--- src/rtl/alu_pkg.sv ---
// alu_pkg: shared ALUop, alu_sel and funct encodings for the execute stage
package alu_pkg;
  localparam logic [2:0] ALUOP_ADD   = 3'b000;
  localparam logic [2:0] ALUOP_SUB   = 3'b001;
  localparam logic [2:0] ALUOP_RTYPE = 3'b010;
  localparam logic [2:0] ALUOP_AND   = 3'b011;
  localparam logic [2:0] ALUOP_OR    = 3'b100;
  localparam logic [2:0] ALUOP_SLT   = 3'b101;
  localparam logic [2:0] ALUOP_XOR   = 3'b110;
  localparam logic [2:0] ALUOP_LUI   = 3'b111;
  localparam logic [3:0] OP_AND = 4'b0000;
  localparam logic [3:0] OP_OR  = 4'b0001;
  localparam logic [3:0] OP_ADD = 4'b0010;
  localparam logic [3:0] OP_XOR = 4'b0011;
  localparam logic [3:0] OP_SLL = 4'b0100;
  localparam logic [3:0] OP_SRL = 4'b0101;
  localparam logic [3:0] OP_SUB = 4'b0110;
  localparam logic [3:0] OP_SLT = 4'b0111;
  localparam logic [3:0] OP_LUI = 4'b1000;
  localparam logic [3:0] OP_NOR = 4'b1100;
  localparam logic [3:0] OP_ILL = 4'b1111;
  localparam logic [5:0] FN_ADD = 6'b100000;
  localparam logic [5:0] FN_SUB = 6'b100010;
  localparam logic [5:0] FN_AND = 6'b100100;
  localparam logic [5:0] FN_OR  = 6'b100101;
  localparam logic [5:0] FN_XOR = 6'b100110;
  localparam logic [5:0] FN_NOR = 6'b100111;
  localparam logic [5:0] FN_SLT = 6'b101010;
  localparam logic [5:0] FN_SLL = 6'b000000;
  localparam logic [5:0] FN_SRL = 6'b000010;
endpackage

--- src/rtl/alu_ctrl_dec.sv ---
// alu_ctrl_dec: combinational ALUop + funct to 4-bit ALU operation decoder
module alu_ctrl_dec
  import alu_pkg::*;
(
  input  logic [2:0] alu_op,
  input  logic [5:0] funct,
  output logic [3:0] alu_sel
);
  // Fixed ALUops map directly; R-type defers to funct, unknown funct is illegal
  always_comb begin
    alu_sel = OP_ILL;
    case (alu_op)
      ALUOP_ADD: alu_sel = OP_ADD;
      ALUOP_SUB: alu_sel = OP_SUB;
      ALUOP_AND: alu_sel = OP_AND;
      ALUOP_OR:  alu_sel = OP_OR;
      ALUOP_SLT: alu_sel = OP_SLT;
      ALUOP_XOR: alu_sel = OP_XOR;
      ALUOP_LUI: alu_sel = OP_LUI;
      default:
        case (funct)
          FN_ADD:  alu_sel = OP_ADD;
          FN_SUB:  alu_sel = OP_SUB;
          FN_AND:  alu_sel = OP_AND;
          FN_OR:   alu_sel = OP_OR;
          FN_XOR:  alu_sel = OP_XOR;
          FN_NOR:  alu_sel = OP_NOR;
          FN_SLT:  alu_sel = OP_SLT;
          FN_SLL:  alu_sel = OP_SLL;
          FN_SRL:  alu_sel = OP_SRL;
          default: alu_sel = OP_ILL;
        endcase
    endcase
  end
endmodule

--- src/rtl/exec_alu_stage.sv ---
// exec_alu_stage: EX-stage ALU + branch target adder, registered once; ALU_OVERFLOW_EN adds overflow output
module exec_alu_stage
  import alu_pkg::*;
#(
  parameter int DATA_W = 32,
  parameter int OP_W   = 4
) (
  input  logic              clk,
  input  logic              rst,
  input  logic              en,
  input  logic [2:0]        alu_op,
  input  logic [5:0]        funct,
  input  logic [DATA_W-1:0] op1,
  input  logic [DATA_W-1:0] op2,
  input  logic [DATA_W-1:0] pc_added,
  input  logic [DATA_W-1:0] imm_ext,
  output logic [OP_W-1:0]   alu_sel,
  output logic [DATA_W-1:0] result,
  output logic              zero,
  output logic [DATA_W-1:0] branch_target,
`ifdef ALU_OVERFLOW_EN
  output logic              overflow,
`endif
  output logic              illegal
);
  localparam int SH_W = $clog2(DATA_W);
  logic [DATA_W-1:0] sum, diff, result_d, result_q, target_q;
  logic zero_q, illegal_q;
  alu_ctrl_dec u_dec (.alu_op(alu_op), .funct(funct), .alu_sel(alu_sel));
  assign sum  = op1 + op2;
  assign diff = op1 - op2;
  // ALU datapath; illegal and unlisted codes produce 0
  always_comb begin
    result_d = '0;
    case (alu_sel)
      OP_ADD: result_d = sum;
      OP_SUB: result_d = diff;
      OP_AND: result_d = op1 & op2;
      OP_OR:  result_d = op1 | op2;
      OP_XOR: result_d = op1 ^ op2;
      OP_NOR: result_d = ~(op1 | op2);
      OP_SLT: result_d = {{(DATA_W-1){1'b0}}, $signed(op1) < $signed(op2)};
      OP_SLL: result_d = op1 << op2[SH_W-1:0];
      OP_SRL: result_d = op1 >> op2[SH_W-1:0];
      OP_LUI: result_d = op2 << 16;
      default: result_d = '0;
    endcase
  end
`ifdef ALU_OVERFLOW_EN
  logic overflow_d, overflow_q;
  // Signed overflow: same-sign add / opposite-sign subtract flipping op1's sign
  always_comb begin
    overflow_d = alu_sel == OP_ADD ? (op1[DATA_W-1] == op2[DATA_W-1]) && (sum[DATA_W-1] != op1[DATA_W-1]) :
                 alu_sel == OP_SUB ? (op1[DATA_W-1] != op2[DATA_W-1]) && (diff[DATA_W-1] != op1[DATA_W-1]) : 1'b0;
  end
  // Overflow flag register, held with the rest of the bank
  always_ff @(posedge clk) begin
    if (rst) overflow_q <= 1'b0;
    else if (en) overflow_q <= overflow_d;
  end
  assign overflow = overflow_q;
`endif
  // EX/MEM output bank: reset wins, en=0 holds
  always_ff @(posedge clk) begin
    if (rst) begin
      result_q  <= '0;
      zero_q    <= 1'b1;
      target_q  <= '0;
      illegal_q <= 1'b0;
    end else if (en) begin
      result_q  <= result_d;
      zero_q    <= result_d == '0;
      target_q  <= pc_added + (imm_ext << 2);
      illegal_q <= alu_sel == OP_ILL;
    end
  end
  assign result        = result_q;
  assign zero          = zero_q;
  assign branch_target = target_q;
  assign illegal       = illegal_q;
endmodule

--- config.mk ---
export PLATFORM = sky130hd
export DESIGN_NAME = exec_alu_stage
export DESIGN_NICKNAME = d
export VERILOG_FILES = /design/src/rtl/alu_pkg.sv /design/src/rtl/alu_ctrl_dec.sv /design/src/rtl/exec_alu_stage.sv
export SDC_FILE = /design/constraint.sdc
export NUM_CORES = 1
export LEC_CHECK = 0
export BUFFER_PORTS_ARGS = -buffer_cell sky130_fd_sc_hd__clkbuf_2
export CORE_ASPECT_RATIO = 1.5
export CORE_MARGIN = 2
export CORE_UTILIZATION = 65
export CTS_CLUSTER_DIAMETER = 100
export CTS_CLUSTER_SIZE = 12
export DETAILED_ROUTE_END_ITERATION = 10
export GPL_TIMING_DRIVEN = 0
export PLACE_DENSITY_LB_ADDON = 0.05
export RECOVER_POWER = 100
export SETUP_SLACK_MARGIN = 0.15
export SLEW_MARGIN = 20
export SYNTH_ARGS = -nofsm -noshare
export SYNTH_HDL_FRONTEND = slang
export SYNTH_SLANG_ARGS = --single-unit
--- constraint.sdc ---
create_clock -name clk -period 8.8 [get_ports clk]
set_clock_uncertainty 0.2 [all_clocks]
set_input_delay 0.44 -clock clk [delete_from_list [all_inputs] [get_ports clk]]
set_output_delay 0.44 -clock clk [all_outputs]
set_load 0.02 [all_outputs]
==> results.md, run 1 <==
* Placer Congestion at 1.296
* Cts hold-fix bufs at 0
* # H-tree levels at 3
* Post-CTS Setup Inserts at 0
* Largest net degree at the start of global routing at 13
* Syn avg cell area at 7.698 sq um
* Synth cell types at 123
* Synth top area share at between 10% and 20%
* Cell Area, Synth at 14280 sq um
* Die W at roughly 130 microns
* Global router's overall resource usage at 67.66%
* Root Buffer: clkbuf_16
* Async SR Flop Fraction at 0%
* Clock tree buffer depth at 2
* Area contributors post-synth: ha_1 11%, dfxtp_1 9.3%, mux4_2 8.8%
* Synth warn at 0
* Die Y at roughly 190 microns
* Commonest cells in the netlist: 216 x nor2_1, 127 x ha_1, 116 x nand2_1, 114 x a21oi_1, 107 x inv_1
* Outcome: aborted with a tool error
* Tool Error: [ERROR GRT-0116] Global routing finished with congestion. Check the congestion regions in the DRC Viewer.
* Last stage: global routing
* Cts bufs inserted at 9
* Syn Nets at 2125
* First-pass GRT wire length at 120.2 mm
* I/O Buffers at 203
* Mapped Cells at 1855
* Vias in the first global route at 19300
* Detail Placement HPWL at 56.76 mm
* Register area share after synthesis at approximately 9.3%
* Most used flip-flop cell after synthesis: dfxtp_1
* Clock sink count at 66
* # rows at 66
* IO Pins at 210
* Flops & latches, synth at 66
* Number of synthesized flops with an enable pin at 0
* Resize count post-CTS at 0
* Area leader, netlist: ha_1
* Initial Util at 66.00%
* GRT overflow at 5
* Top-count cell post-synth: nor2_1
## stage by stage
stage | area, sq um | cells | hold WS, ns | util [%] | setup slack (ns)
3_5_place_dp | 15640 | 2330 | 0.2669 | 72.27 | 2.086
2_1_floorplan | 14280 | 1855 | 0.3450 | - | 4.301
3_3_place_gp | 15640 | 2330 | 0.2565 | 72.27 | 2.114
4_1_cts | 15950 | 2346 | 0.1790 | 73.74 | 2.425
## routing by layer
metal	overflow	GRT usage, %
met1	0	66.27
met2	3	91.91
met3	0	41.94
met4	2	73.47
met5	0	7.843
## cell families after synthesis
family	count (synthesis)	synth area share, %
adders and majority gates	130	11.55
AOI/OAI and AO/OA	593	30.27
and+or+nand+nor	603	20.80
buffers and inverters	264	8.306
DFF	66	9.253
xor gates and xnor gates	37	2.269
muxes	162	17.55
==> run 2: changes to the inputs <==
--- a/config.mk
+++ b/config.mk
@@ -6,16 +6,12 @@
 export NUM_CORES = 1
 export LEC_CHECK = 0
 export BUFFER_PORTS_ARGS = -buffer_cell sky130_fd_sc_hd__clkbuf_2
-export CORE_ASPECT_RATIO = 1.5
 export CORE_MARGIN = 2
-export CORE_UTILIZATION = 65
-export CTS_CLUSTER_DIAMETER = 100
-export CTS_CLUSTER_SIZE = 12
+export CORE_UTILIZATION = 40
 export DETAILED_ROUTE_END_ITERATION = 10
 export GPL_TIMING_DRIVEN = 0
-export PLACE_DENSITY_LB_ADDON = 0.05
+export PLACE_DENSITY_LB_ADDON = 0.15
 export RECOVER_POWER = 100
-export SETUP_SLACK_MARGIN = 0.15
 export SLEW_MARGIN = 20
 export SYNTH_ARGS = -nofsm -noshare
 export SYNTH_HDL_FRONTEND = slang
==> run 2 against run 1 <==
The flow now finishes without violations. Synthesized area did not move. Synthesized cell count did not move.
==> results.md, run 2 <==
* Outcome: completed
* Sw Pwr at 0.0008534 W
* Share of cells above drive strength 1 at 15.53%
* Switching Share at 48.35%
* Resize count post-CTS at 0
* Layout Utilization at 45.19%
* Power per Cell Area at 110.3 nW/um^2
* Cell Area, Synth at 14280 sq um
* Worst Path Arrival at approximately 7.6 ns
* Drt first-iter violations at 2100
* Post-CTS Setup Inserts at 0
* Critical setup path kind: in -> reg
* Cts bufs inserted at 9
* Die W at 192.9 microns
* Max cap viols at 0
* Peak VDD IR at about 90 uV
* Root Buffer: clkbuf_16
* Diodes inserted at 0
* CTS tree: yes
* Area leader, netlist: ha_1
* Most common cell after layout, fill and taps aside: nor2_1
* Number of synthesized flops with an enable pin at 0
* Startpoint Class: input pin
* Core area at 35400 sq um
* Initial antenna violation count at 2
* CP Max Fanout at 11
* Worst reg2reg path startpoint: branch_target[24]
* DRC Markers at 0
* Detail Placement HPWL at approximately 64 mm
* IO Pins at 210
* Gate power share at 59.8%
* Fin. Hold Viols at 0
* Cts hold-fix bufs at 0
* Worst hold path type: in -> reg
* Area delta synth->final at 12.00%
* Largest net degree at the start of global routing at 14
* I/O Buffers at 203
* Global router's overall resource usage at 40.70%
* Max-slew violations at 0
* Clock tree buffer depth at 2
* Leakage power at 6.653 nW
* Setup violators final at 0
* Tcrit/Tclk final at a little over four fifths
* Fmax at ~130 MHz
* Setup_tns at 0 ns
* # H-tree levels at 3
* Area contributors post-synth: ha_1 11%, dfxtp_1 9.3%, mux4_2 8.8%
* Crit end category: flop
* Die Y at 192.9 microns
* # rows at ~70
* First-pass GRT wire length at 109.6 mm
* Vias in the first global route at approximately 16000
* Unrepaired setup endpoints after global routing: no
* Initial Util at 40.34%
* GRT overflow at 0
* Top-count cell post-synth: nor2_1
* Async SR Flop Fraction at 0%
* Syn Nets at 2125
* Clock sink count at 66
* Placer Congestion at 1.042
* P_int at 0.0009115 W
* Commonest cells in the netlist: 216 x nor2_1, 127 x ha_1, 116 x nand2_1, 114 x a21oi_1, 107 x inv_1
* Sequential Power Share at 19.5%
* Final ANT Viol Nets at 0
* Most used flip-flop cell after synthesis: dfxtp_1
* Min cycle time layout at 7.475 ns
* Via density at 6.780
* First-pass iteration count of the detailed router at 8
* Register area share after synthesis at 9.253%
* Flops & latches, synth at 66
* Hold_sp: pc_added[1]
* Synth warn at 0
* Mapped Cells at 1855
* Worst slew pin tran at 1.357 ns
* Syn avg cell area at 7.698 sq um
* Routed wire length per instance at 30.49 microns
* CP required at 8.88 ns
* Synth cell types at 123
* Synth top area share at 11.13%
* Share of total power in the clock network at between 20% and 30%
* Clock Latency Late Sink at roughly 0.34 ns
* Worst rel slew slack at between 8 and 9%
* Die area at between 30000 and 40000 sq um
* Final Routed Wirelength at 77.30 mm
* Via count at 17190
* Worst-path clk slew at 0.05 ns
* Critical Path Start: op2[4]
* Most frequent cells in the layout: 216 x nor2_1, 164 x clkbuf_1, 131 x clkbuf_2
* Nets at 2339
-- run 2: power groups by stage --
stage	logic (W)	clock network (W)	registers [W]
2_1_floorplan	0.000624	0	0.000385
3_3_place_gp	0.00103	0	0.000350
3_5_place_dp	0.00103	0	0.000351
4_1_cts	0.00103	0.000374	0.000345
5_1_grt	0.00111	0.000386	0.000348
6_report	0.00105	0.000366	0.000344
-- run 2: per-layer routing --
metal	vias to the layer above	GRT usage, %	share of wire [%]
met5	-	0	0.035
met4	4	15.94	4.4
met3	203	12.14	13
met2	1188	60.42	42
met1	8287	55.22	41
li1	7505	-	-
-- run 2: cell type report --
class                           count  area (sq um)
Inverter                          109         409.1
Buffer                            155         765.7
Sequential cell                    66          1321
Tap cell                          461         576.8
Timing Repair Buffer              203         925.9
Clock buffer                        9         225.2
Multi-Input combinational cell   1525         11690
Fill cell                        3761         19400
Clock inverter                      7         76.32
-- run 2: path summary, 6_finish.rpt --
| kind | end | depth (start not counted) | slack [ns] |
|---|---|---|---|
| max | zero | 19 | 1.32 |
| min | branch_target[1] | 3 | 0.14 |
| max reg2reg | branch_target[24] | 3 | 7.82 |
| min reg2reg | result[24] | 2 | 0.27 |
-- run 2: critical path, stage by stage --
cell and delay (ns):
clkbuf_1 0.30, inv_1 0.33, clkbuf_1 0.57, clkbuf_1 0.64
clkbuf_1 0.69, ha_1 0.28, clkbuf_1 0.30, nor2_1 0.14
a211o_1 0.43, a21o_1 0.19, a2111oi_0 0.51, nor3_1 0.10
a2bb2oi_1 0.19, a2111oi_0 1.06, nand3_1 0.17, nor4_1 0.61
nand4_1 0.16, nor4_1 0.24, a31o_1 0.18
-- run 2: cells by family (layout without fill, tap and decap cells) --
| logic type | count (synthesis) | in the layout | share of synthesized area [%] |
|---|---|---|---|
| AND/OR/NAND/NOR | 603 | 603 | 20.80 |
| adder cells (fa/ha/maj) | 130 | 130 | 11.55 |
| AO/OA/AOI/OAI | 593 | 593 | 30.27 |
| multiplexers | 162 | 162 | 17.55 |
| buffers and inverters | 264 | 483 | 8.306 |
| flip-flops | 66 | 66 | 9.253 |
| XOR/XNOR | 37 | 37 | 2.269 |
-- run 2: stage by stage --
stage	setup WS [ns]	cell area [sq um]	total power, W	cells	hold WS, ns
6_report	1.325	15990	0.001765	2535	0.1351
5_1_grt	1.093	15990	0.001846	2535	0.1369
4_1_cts	2.397	16170	0.001751	2535	0.1286
3_5_place_dp	2.066	15870	0.001378	2519	0.2580
3_3_place_gp	2.052	15870	0.001376	2519	0.2524
2_1_floorplan	4.301	14280	0.001009	1855	0.3450
Power figures use the tool's default switching activity.
